[src/rtl/multivar_cond_pkg.sv]
// Shared types for the multi-variable condition waiter: opcodes, response
// status codes, write-select constants and controller states.
package multivar_cond_pkg;

  typedef enum logic [2:0] {
    OP_A_GT_B   = 3'd0,
    OP_SUM_LT_C = 3'd1,
    OP_B_PEAK   = 3'd2,
    OP_A_EQ_C   = 3'd3,
    OP_ALWAYS   = 3'd4
  } op_e;

  typedef enum logic [1:0] {
    ST_MET     = 2'd0,
    ST_TIMEOUT = 2'd1,
    ST_BADOP   = 2'd2
  } status_e;

  typedef enum logic [1:0] {
    S_IDLE = 2'd0,
    S_WAIT = 2'd1,
    S_RESP = 2'd2
  } state_e;

  localparam logic [1:0] SEL_A    = 2'd0;
  localparam logic [1:0] SEL_B    = 2'd1;
  localparam logic [1:0] SEL_C    = 2'd2;
  localparam logic [1:0] SEL_NONE = 2'd3;

  function automatic logic op_is_valid(input logic [2:0] op);
    return op <= OP_ALWAYS;
  endfunction

endpackage

[src/rtl/multivar_cond_waiter_pred.sv]
// Combinational predicate evaluator over three signed variables.
module multivar_cond_pred
  import multivar_cond_pkg::*;
#(
  parameter int DATA_W = 32
) (
  input  logic signed [DATA_W-1:0] a,
  input  logic signed [DATA_W-1:0] b,
  input  logic signed [DATA_W-1:0] c,
  input  logic        [2:0]        op,
  output logic                     true,
  output logic                     op_valid
);

  logic signed [DATA_W:0] sum;
  logic signed [DATA_W:0] c_ext;

  always_comb begin
    // One extra bit keeps a+b exact, so large positive sums never look negative.
    sum      = {a[DATA_W-1], a} + {b[DATA_W-1], b};
    c_ext    = {c[DATA_W-1], c};
    true     = 1'b0;
    op_valid = 1'b1;
    case (op)
      OP_A_GT_B:   true = a > b;
      OP_SUM_LT_C: true = sum < c_ext;
      OP_B_PEAK:   true = (a < b) && (b > c);
      OP_A_EQ_C:   true = a == c;
      OP_ALWAYS:   true = 1'b1;
      default:     op_valid = 1'b0;
    endcase
  end

endmodule

[src/rtl/multivar_cond_waiter.sv]
// Waits until a predicate over registered variables a/b/c holds, with an
// optional false-cycle timeout, then returns a held response.
module multivar_cond_waiter
  import multivar_cond_pkg::*;
#(
  parameter int DATA_W = 32,
  parameter int TO_W   = 16
) (
  input  logic              clk,
  input  logic              rst_n,
  input  logic              wr_en,
  input  logic [1:0]        wr_sel,
  input  logic [DATA_W-1:0] wr_data,
  input  logic              req_valid,
  output logic              req_ready,
  input  logic [2:0]        req_op,
  input  logic [TO_W-1:0]   req_timeout,
  output logic              rsp_valid,
  input  logic              rsp_ready,
  output logic [1:0]        rsp_status,
  output logic [TO_W-1:0]   rsp_cycles,
  output logic [DATA_W-1:0] var_a,
  output logic [DATA_W-1:0] var_b,
  output logic [DATA_W-1:0] var_c
);

  state_e          state_q, state_nx;
  status_e         st_q, st_nx;
  logic [2:0]      op_q, op_nx;
  logic [TO_W-1:0] to_q, to_nx;
  logic [TO_W-1:0] cnt_q, cnt_nx;
  logic [TO_W-1:0] cyc_q, cyc_nx;
  logic [TO_W:0]   cnt_plus;
  logic            pred_true;
  logic            pred_op_valid;

  always_ff @(posedge clk or negedge rst_n) begin
    if (!rst_n) begin
      var_a <= '0;
      var_b <= '0;
      var_c <= '0;
    end else if (wr_en) begin
      case (wr_sel)
        SEL_A:    var_a <= wr_data;
        SEL_B:    var_b <= wr_data;
        SEL_C:    var_c <= wr_data;
        SEL_NONE: ;
        default:  ;
      endcase
    end
  end

  multivar_cond_pred #(.DATA_W(DATA_W)) u_pred (
    .a        (var_a),
    .b        (var_b),
    .c        (var_c),
    .op       (op_q),
    .true     (pred_true),
    .op_valid (pred_op_valid)
  );

  always_ff @(posedge clk or negedge rst_n) begin
    if (!rst_n) begin
      state_q <= S_IDLE;
      st_q    <= ST_MET;
      op_q    <= '0;
      to_q    <= '0;
      cnt_q   <= '0;
      cyc_q   <= '0;
    end else begin
      state_q <= state_nx;
      st_q    <= st_nx;
      op_q    <= op_nx;
      to_q    <= to_nx;
      cnt_q   <= cnt_nx;
      cyc_q   <= cyc_nx;
    end
  end

  always_comb begin
    state_nx = state_q;
    st_nx    = st_q;
    op_nx    = op_q;
    to_nx    = to_q;
    cnt_nx   = cnt_q;
    cyc_nx   = cyc_q;
    cnt_plus = {1'b0, cnt_q} + {{TO_W{1'b0}}, 1'b1};
    case (state_q)
      S_IDLE: begin
        if (req_valid) begin
          op_nx  = req_op;
          to_nx  = req_timeout;
          cnt_nx = '0;
          if (op_is_valid(req_op)) begin
            state_nx = S_WAIT;
          end else begin
            st_nx    = ST_BADOP;
            cyc_nx   = '0;
            state_nx = S_RESP;
          end
        end
      end
      S_WAIT: begin
        if (!pred_op_valid) begin
          st_nx    = ST_BADOP;
          cyc_nx   = '0;
          state_nx = S_RESP;
        end else if (pred_true) begin
          st_nx    = ST_MET;
          cyc_nx   = cnt_q;
          state_nx = S_RESP;
        end else if ((to_q != '0) && (cnt_plus == {1'b0, to_q})) begin
          // Timeout is checked only on a false cycle, so a true predicate wins.
          st_nx    = ST_TIMEOUT;
          cyc_nx   = to_q;
          cnt_nx   = to_q;
          state_nx = S_RESP;
        end else if (!cnt_plus[TO_W]) begin
          cnt_nx = cnt_plus[TO_W-1:0];
        end
      end
      S_RESP: begin
        if (rsp_ready) state_nx = S_IDLE;
      end
      default: state_nx = S_IDLE;
    endcase
  end

  assign req_ready  = (state_q == S_IDLE);
  assign rsp_valid  = (state_q == S_RESP);
  assign rsp_status = st_q;
  assign rsp_cycles = cyc_q;

endmodule

[config.mk]
export PLATFORM = sky130hd
export DESIGN_NAME = multivar_cond_waiter
export DESIGN_NICKNAME = d
export VERILOG_FILES = /design/src/rtl/multivar_cond_pkg.sv /design/src/rtl/multivar_cond_waiter_pred.sv /design/src/rtl/multivar_cond_waiter.sv
export SDC_FILE = /design/constraint.sdc
export NUM_CORES = 1
export LEC_CHECK = 0
export BUFFER_PORTS_ARGS = -buffer_cell sky130_fd_sc_hd__buf_2
export CAP_MARGIN = 10
export CORE_MARGIN = 8
export CORE_UTILIZATION = 55
export CTS_CLUSTER_SIZE = 8
export DETAILED_ROUTE_END_ITERATION = 10
export PLACE_DENSITY = 0.89
export SYNTH_ARGS = -nofsm -noshare
export SYNTH_HDL_FRONTEND = slang
export SYNTH_SLANG_ARGS = --single-unit
[constraint.sdc]
create_clock -name clk -period 5.8 [get_ports clk]
set_input_delay 0.58 -clock clk [delete_from_list [all_inputs] [get_ports clk]]
set_output_delay 0.58 -clock clk [all_outputs]
set_load 0.01 [all_outputs]
==> impl_metrics.json, run 1 <==
{
  "outcome": "completed",
  "path_class": "flop to flop",
  "yosysUniqueCellTypes": 66,
  "antenna_found_initial": 1,
  "end_kind": "flop",
  "r2r_end": "cnt_q[13]",
  "critPathLaunch": "var_b[0]",
  "coreArea_sq_um": 20000,
  "die_y_um": 158,
  "drt_iter0_drc": 1099,
  "die_x_um": 158,
  "area_growth_pct": 15.8,
  "cellPowerDensity_nw_per_um2": 424,
  "finalHoldViolations": 0,
  "dpl.hpwl_mm": 23.9,
  "rr_worst_depth": 21,
  "firstDrtPassIters": 6,
  "period_share_pct": 95.0,
  "worstPathArrival_ps": 5810,
  "r2r-start": "var_b[0]",
  "synth_top_family_by_area": "simple AND/OR/NAND/NOR gates",
  "vias_per_cell": 6.05,
  "cts_tree": "done",
  "p_leak_nw": 6.27,
  "syn_avg_cell_area_sq_um": 9.39,
  "ys_ff_latch": 151,
  "grtUsageTotal_pct": 26.0,
  "synth-async-reset-ratio_pct": 100,
  "rrSetupSlack_ps": 290,
  "finClkSkew_ps": 10.5,
  "wl_per_cell_um": 19.7,
  "synthMuxAreaShare_pct": 9.93,
  "cp-start-kind": "flop",
  "synth.area.top_cells": "dfrtp_1 (34%), ha_1 (15%), mux2_2 (9.6%)",
  "synth_top_area_cell": "dfrtp_1",
  "max_slew_margin_pct": 33.7,
  "irDropWorstVdd_uv": 270,
  "synth_edf_count": 0,
  "clk_pin_slew_worst_paths_ps": 70,
  "postSynthCellCount": 1179,
  "finalPower_mw": 5.43,
  "grt_pass1_wl_mm": 51.4,
  "max-clock-path-buffers": 2,
  "insertedDiodeCount": 0,
  "drv_slew": 0,
  "ioPinCount": 174,
  "synthTopCellsByCount": "dfrtp_1 (151), ha_1 (129), inv_1 (100), nand2_1 (97), mux2_2 (94)",
  "htree_num_levels": 4,
  "cpPeakStageDelay_ps": 560,
  "syn_area_sq_um": 11100,
  "die-area_sq_um": 24900,
  "clk_latency_ps": 440,
  "gp_congestion": 0.965,
  "clock_sinks": 151,
  "yosysTopAreaCellShare_pct": 34.1,
  "placedCellCount": 1589,
  "cp_slowest_cell": "or4_1",
  "crit_fanout": 9,
  "synthesis.nets": 1367,
  "fmaxAchievable_ghz": 0.182,
  "initial_core_util_pct": 55.4,
  "maxCapViolCount": 0,
  "grt_pass1_vias": 9882,
  "synth-compound-area-share_pct": 13.3,
  "final.min_clock_period_ps": 5510,
  "grt_overflow": 0,
  "std_cell_rows": 52,
  "ys.flop_type": "dfrtp_1",
  "cts_buffers": 17,
  "drc": 0,
  "yosys_warnings": 0,
  "finalSetupViolCount": 0,
  "crit_top_cell": "nand4_1",
  "fin_setup_tns_ps": 0,
  "path_cells": "ha_1 > inv_1 > fa_1 > o21bai_1 > a21oi_1 > o21ai_0 > nand3_1 > o41ai_1 > a21oi_1 > o21bai_1 > xnor2_1 > ha_1 > nand4_1 > or4_1 > nand4_1 > o311a_1 > o21a_1 > nand4_1 > buf_4 > o311ai_0 > o41ai_1",
  "synthAdderAreaFrac_pct": 14.8,
  "routed_wl_mm": 32.0,
  "ant_nets": 0,
  "vias": 9825,
  "synth-simple-area-share_pct": 16.4,
  "drive_gt1_share_pct": 23.9,
  "nNetsFinal": 1529,
  "grt_max_degree": 89,
  "dpl_worst_slack_ps": 359,
  "yosysMostFrequentCell": "dfrtp_1",
  "rsz0062_at_grt": "false",
  "setup_ws_ps": 291,
  "worst_pin_slew_ps": 995,
  "synth_xor_area_share_pct": 6.49,
  "root_buffer": "clkbuf_16",
  "ys_seq_area_share_pct": 34.1,
  "fin_util_pct": 64.2,
  "worstPathRequired_ps": 6100,
  "hold_path.class": "primary input to asynchronous set/reset pin",
  "layout.cells.non_filler": 1624,
  "port_buffers": 173
}
-- layout by cell type (no fill, tap or decap), types with 5 or more instances in the layout --
cell type    n
buf_2      172
xnor2_1     63
mux2_2      94
ha_1       129
a211o_1     15
nand2_1     97
xor2_1      19
and3_1      18
dfrtp_1    151
a211oi_1     6
o21ai_0     43
nand4_1     34
nor3_1      12
or3_1        5
a21o_1       8
o211ai_1    19
nor4_1      16
inv_1      100
a21oi_1     67
clkbuf_16   17
and4_1       5
nand2b_1    14
buf_4       13
nor2_1      66
nand3_1     41
nor2b_1     13
o21bai_1     9
or4_1        8
o31ai_1     12
-- layout make-up --
cell class	instances	area [sq um]
clock buffer	19	443
clock inverter	13	169
fill	1609	7160
inverter	100	375
multi-input combinational	885	6750
sequential	151	3780
tap	270	338
timing repair buffer	186	970
-- metal layers --
layer  routed length [um]  share of wire [%]  track usage [%]  up-vias
met4                 1390                4.3             13.3        2
met2                15200                 48             42.9      469
li1                     -                  -                -     4543
met1                12600                 40             31.4     4707
met5                   10              0.031                0        -
met3                 2730                8.5             5.87      104
-- report_power, final --
part | internal [mW] | switching, mW | total [mW]
Clock | 0.693 | 0.486 | 1.18
Combinational | 1.10 | 1.57 | 2.67
Sequential | 1.26 | 0.327 | 1.59
-- registers in the layout, summed over array words and instances, names as in the netlist --
register / count
to_q: 16
rsp_cycles: 16
var_a: 32
cnt_q: 16
var_c: 32
op_q: 3
rsp_status: 2
var_b: 32
state_q: 2
-- worst max-delay path by stage --
stage | endpoint | slack [ps] | depth (start not counted)
final | cnt_q[13] | 290 | 21
after global routing | cnt_q[13] | 60 | 21
after CTS | cnt_q[4] | 310 | 20
after detailed placement | cnt_q[4] | 360 | 20
after global placement | cnt_q[4] | 530 | 19
after floorplan | cnt_q[4] | 980 | 19
-- worst max-delay path: cells and delay by family (launching register included) --
family                     cells  cell delay [ps]
DFF                            1              430
AOI/OAI and AO/OA             10             2340
and+or+nand+nor                5             1220
buffers and inverters          2              320
xor gates and xnor gates       1              110
adders and majority gates      3              930
-- metrics by stage --
stage	hold WS (ps)	cell area, sq um
after floorplan	284	11100
after CTS	235	12800
after global routing	255	12800
after global placement	458	12200
after detailed placement	465	12200
final	172	12800
-- logic make-up after synthesis --
kind of cell / after synthesis
and+or+nand+nor: 352
muxes: 98
adders and majority gates: 130
DFF: 151
xor gates and xnor gates: 82
AOI/OAI and AO/OA: 223
buffers and inverters: 143
-- what timing repair did --
action	in CTS	in global routing
endpoints found under the setup margin	0	32
setup buffers	0	3
gates resized for setup	0	2
hold buffers	0	0
Power figures use the tool's default switching activity.
==> inputs of run 2 (changes only) <==
- CELL_PAD_IN_SITES_DETAIL_PLACEMENT: default -> 1
- CELL_PAD_IN_SITES_GLOBAL_PLACEMENT: default -> 2
- CORE_ASPECT_RATIO: default -> 2
- CORE_UTILIZATION: 55 -> 36
- PLACE_DENSITY: 0.89 -> 0.92
==> run 2 against run 1 <==
  * Combinational power grew 6%
  * Fmax increased by 3.0%
  * First-iteration DRC count is 59% lower
  * Register-to-register slack improved by 160 ps
  * Worst hold slack better by 28 ps
  * Via count down 1.4%
  * Count of clock-buffer cells in the layout down 1
  * Critical path type unchanged
  * Largest cell class unchanged
==> impl_metrics.json, run 2 (synthesized netlist as in run 1, its figures left out) <==
{
  "fin_setup_tns_ps": 0,
  "critPathLaunch": "var_b[15]",
  "rsz0062_at_grt": "false",
  "drt_iter0_drc": 447,
  "final.min_clock_period_ps": 5350,
  "drive_gt1_share_pct": 24.7,
  "drv_slew": 0,
  "path_class": "flop to flop",
  "max-clock-path-buffers": 2,
  "p_sw_share_pct": 44.6,
  "worst_pin_slew_ps": 1130,
  "grt_pass1_wl_mm": 60.1,
  "root_buffer": "clkbuf_16",
  "irDropWorstVdd_uv": 271,
  "top_regs": "var_a (32), var_b (32), var_c (32)",
  "initial_core_util_pct": 36.3,
  "fmaxAchievable_ghz": 0.187,
  "grt_max_degree": 95,
  "crit_fanout": 13,
  "die-area_sq_um": 37000,
  "clk_pin_slew_worst_paths_ps": 60,
  "die_x_um": 140,
  "insertedDiodeCount": 0,
  "area_growth_pct": 18.0,
  "cts_buffers": 17,
  "firstDrtPassIters": 5,
  "finalHoldViolations": 0,
  "drc": 0,
  "period_share_pct": 92.2,
  "cellPowerDensity_nw_per_um2": 427,
  "outcome": "completed",
  "vias": 9689,
  "vias_per_cell": 5.57,
  "coreArea_sq_um": 30500,
  "antenna_found_initial": 0,
  "p_int_mw": 3.09,
  "die_y_um": 264,
  "nNetsFinal": 1542,
  "power_switching_mw": 2.48,
  "dpl_cell_area_sq_um": 12400,
  "clk_latency_ps": 450,
  "power_frac_clock_pct": 20.5,
  "ioPinCount": 174,
  "hold_path.class": "primary input to asynchronous set/reset pin",
  "p_leak_nw": 6.34,
  "std_cell_rows": 91,
  "routed_wl_mm": 37.2,
  "final_common_cell": "buf_2",
  "maxCapViolCount": 0,
  "layout.cells.non_filler": 1739,
  "port_buffers": 173,
  "end_kind": "flop",
  "combPwrFrac_pct": 50.9,
  "clock_sinks": 151,
  "worstPathRequired_ps": 6120,
  "wl_per_cell_um": 21.4,
  "placedCellCount": 1699,
  "pwr-share-seq_pct": 28.6,
  "final_cell_mix": "buf_2 (172), dfrtp_1 (151), ha_1 (129)",
  "max_slew_margin_pct": 24.9,
  "cp-start-kind": "flop",
  "finClkSkew_ps": 12.0,
  "fin_area_sq_um": 13100,
  "ant_nets": 0,
  "worstPathArrival_ps": 5670,
  "cts_tree": "done",
  "grt_overflow": 0,
  "grt_pass1_vias": 10737,
  "r2r-start": "var_b[15]",
  "ctsHoldBuffers": 0,
  "gp_congestion": 0.881,
  "finalSetupViolCount": 0,
  "grtUsageTotal_pct": 20.6,
  "dpl.hpwl_mm": 29.0,
  "htree_num_levels": 4,
  "finalPower_mw": 5.57
}
[run 2: worst paths after layout]
path                                      end  slack [ps]  cells after the start
worst max-delay path            rsp_cycles[5]         450                     21
worst min-delay path                var_c[17]         200                      1
worst max register to register  rsp_cycles[5]         450                     21
worst min register to register  rsp_cycles[0]         480                      1
max in group asynchronous           var_b[14]        4350                      2
min in group clk                     to_q[15]         320                      3
[run 2: per-stage QoR]
stage | setup WS, ps | utilization, % | hold WS [ps]
floorplan | 977 | - | 284
global placement | 538 | 40.6 | 464
detailed placement | 279 | 40.6 | 476
CTS | 240 | 42.6 | 219
global route | 36.3 | 42.8 | 268
finish | 452 | 42.8 | 201
[run 2: cell type report]
| class | count | area (sq um) |
|---|---|---|
| Tap cell | 372 | 465 |
| Multi-Input combinational cell | 885 | 6750 |
| Sequential cell | 151 | 3780 |
| Timing Repair Buffer | 199 | 1090 |
| Clock buffer | 18 | 429 |
| Inverter | 100 | 375 |
| Fill cell | 3556 | 17500 |
| Clock inverter | 14 | 168 |
[run 2: metal layers]
layer	GRT usage [%]	vias up	part of all wire (%)
li1	-	4566	-
met1	24.6	4783	43
met2	34.8	276	49
met3	5.01	64	5.3
met4	8.50	0	3.0
met5	0	-	0
[run 2: power groups by stage]
| stage | sequential (mW) | clock, mW | combinational, mW |
|---|---|---|---|
| finish | 1.60 | 1.14 | 2.84 |
| global route | 1.64 | 1.20 | 3.17 |
| CTS | 1.60 | 1.17 | 2.81 |
| detailed placement | 1.61 | 0 | 2.78 |
| global placement | 1.59 | 0 | 2.70 |
| floorplan | 1.57 | 0 | 1.79 |
[run 2: worst max-delay path, cell delays in order, from the launching register on]
cell and delay (ps):
dfrtp_1 420, inv_1 70, ha_1 370, or4_1 650
nor4_1 210, nand4_1 130, o211ai_1 220, o21bai_2 190
o221ai_2 290, a21oi_1 130, xnor2_1 150, ha_1 290
a211oi_1 260, o21ai_1 150, or2_2 320, o311a_1 350
o21a_1 150, nand3_1 180, o31ai_4 90, buf_4 170
buf_12 150, a211o_1 290
[run 2: what timing repair did]
| item | 4_1_cts | 5_1_grt |
|---|---|---|
| setup endpoints to repair | 0 | 35 |
| setup buffers | 0 | 8 |
| hold endpoints to repair | 0 | 0 |
| gates resized for setup | 0 | 4 |
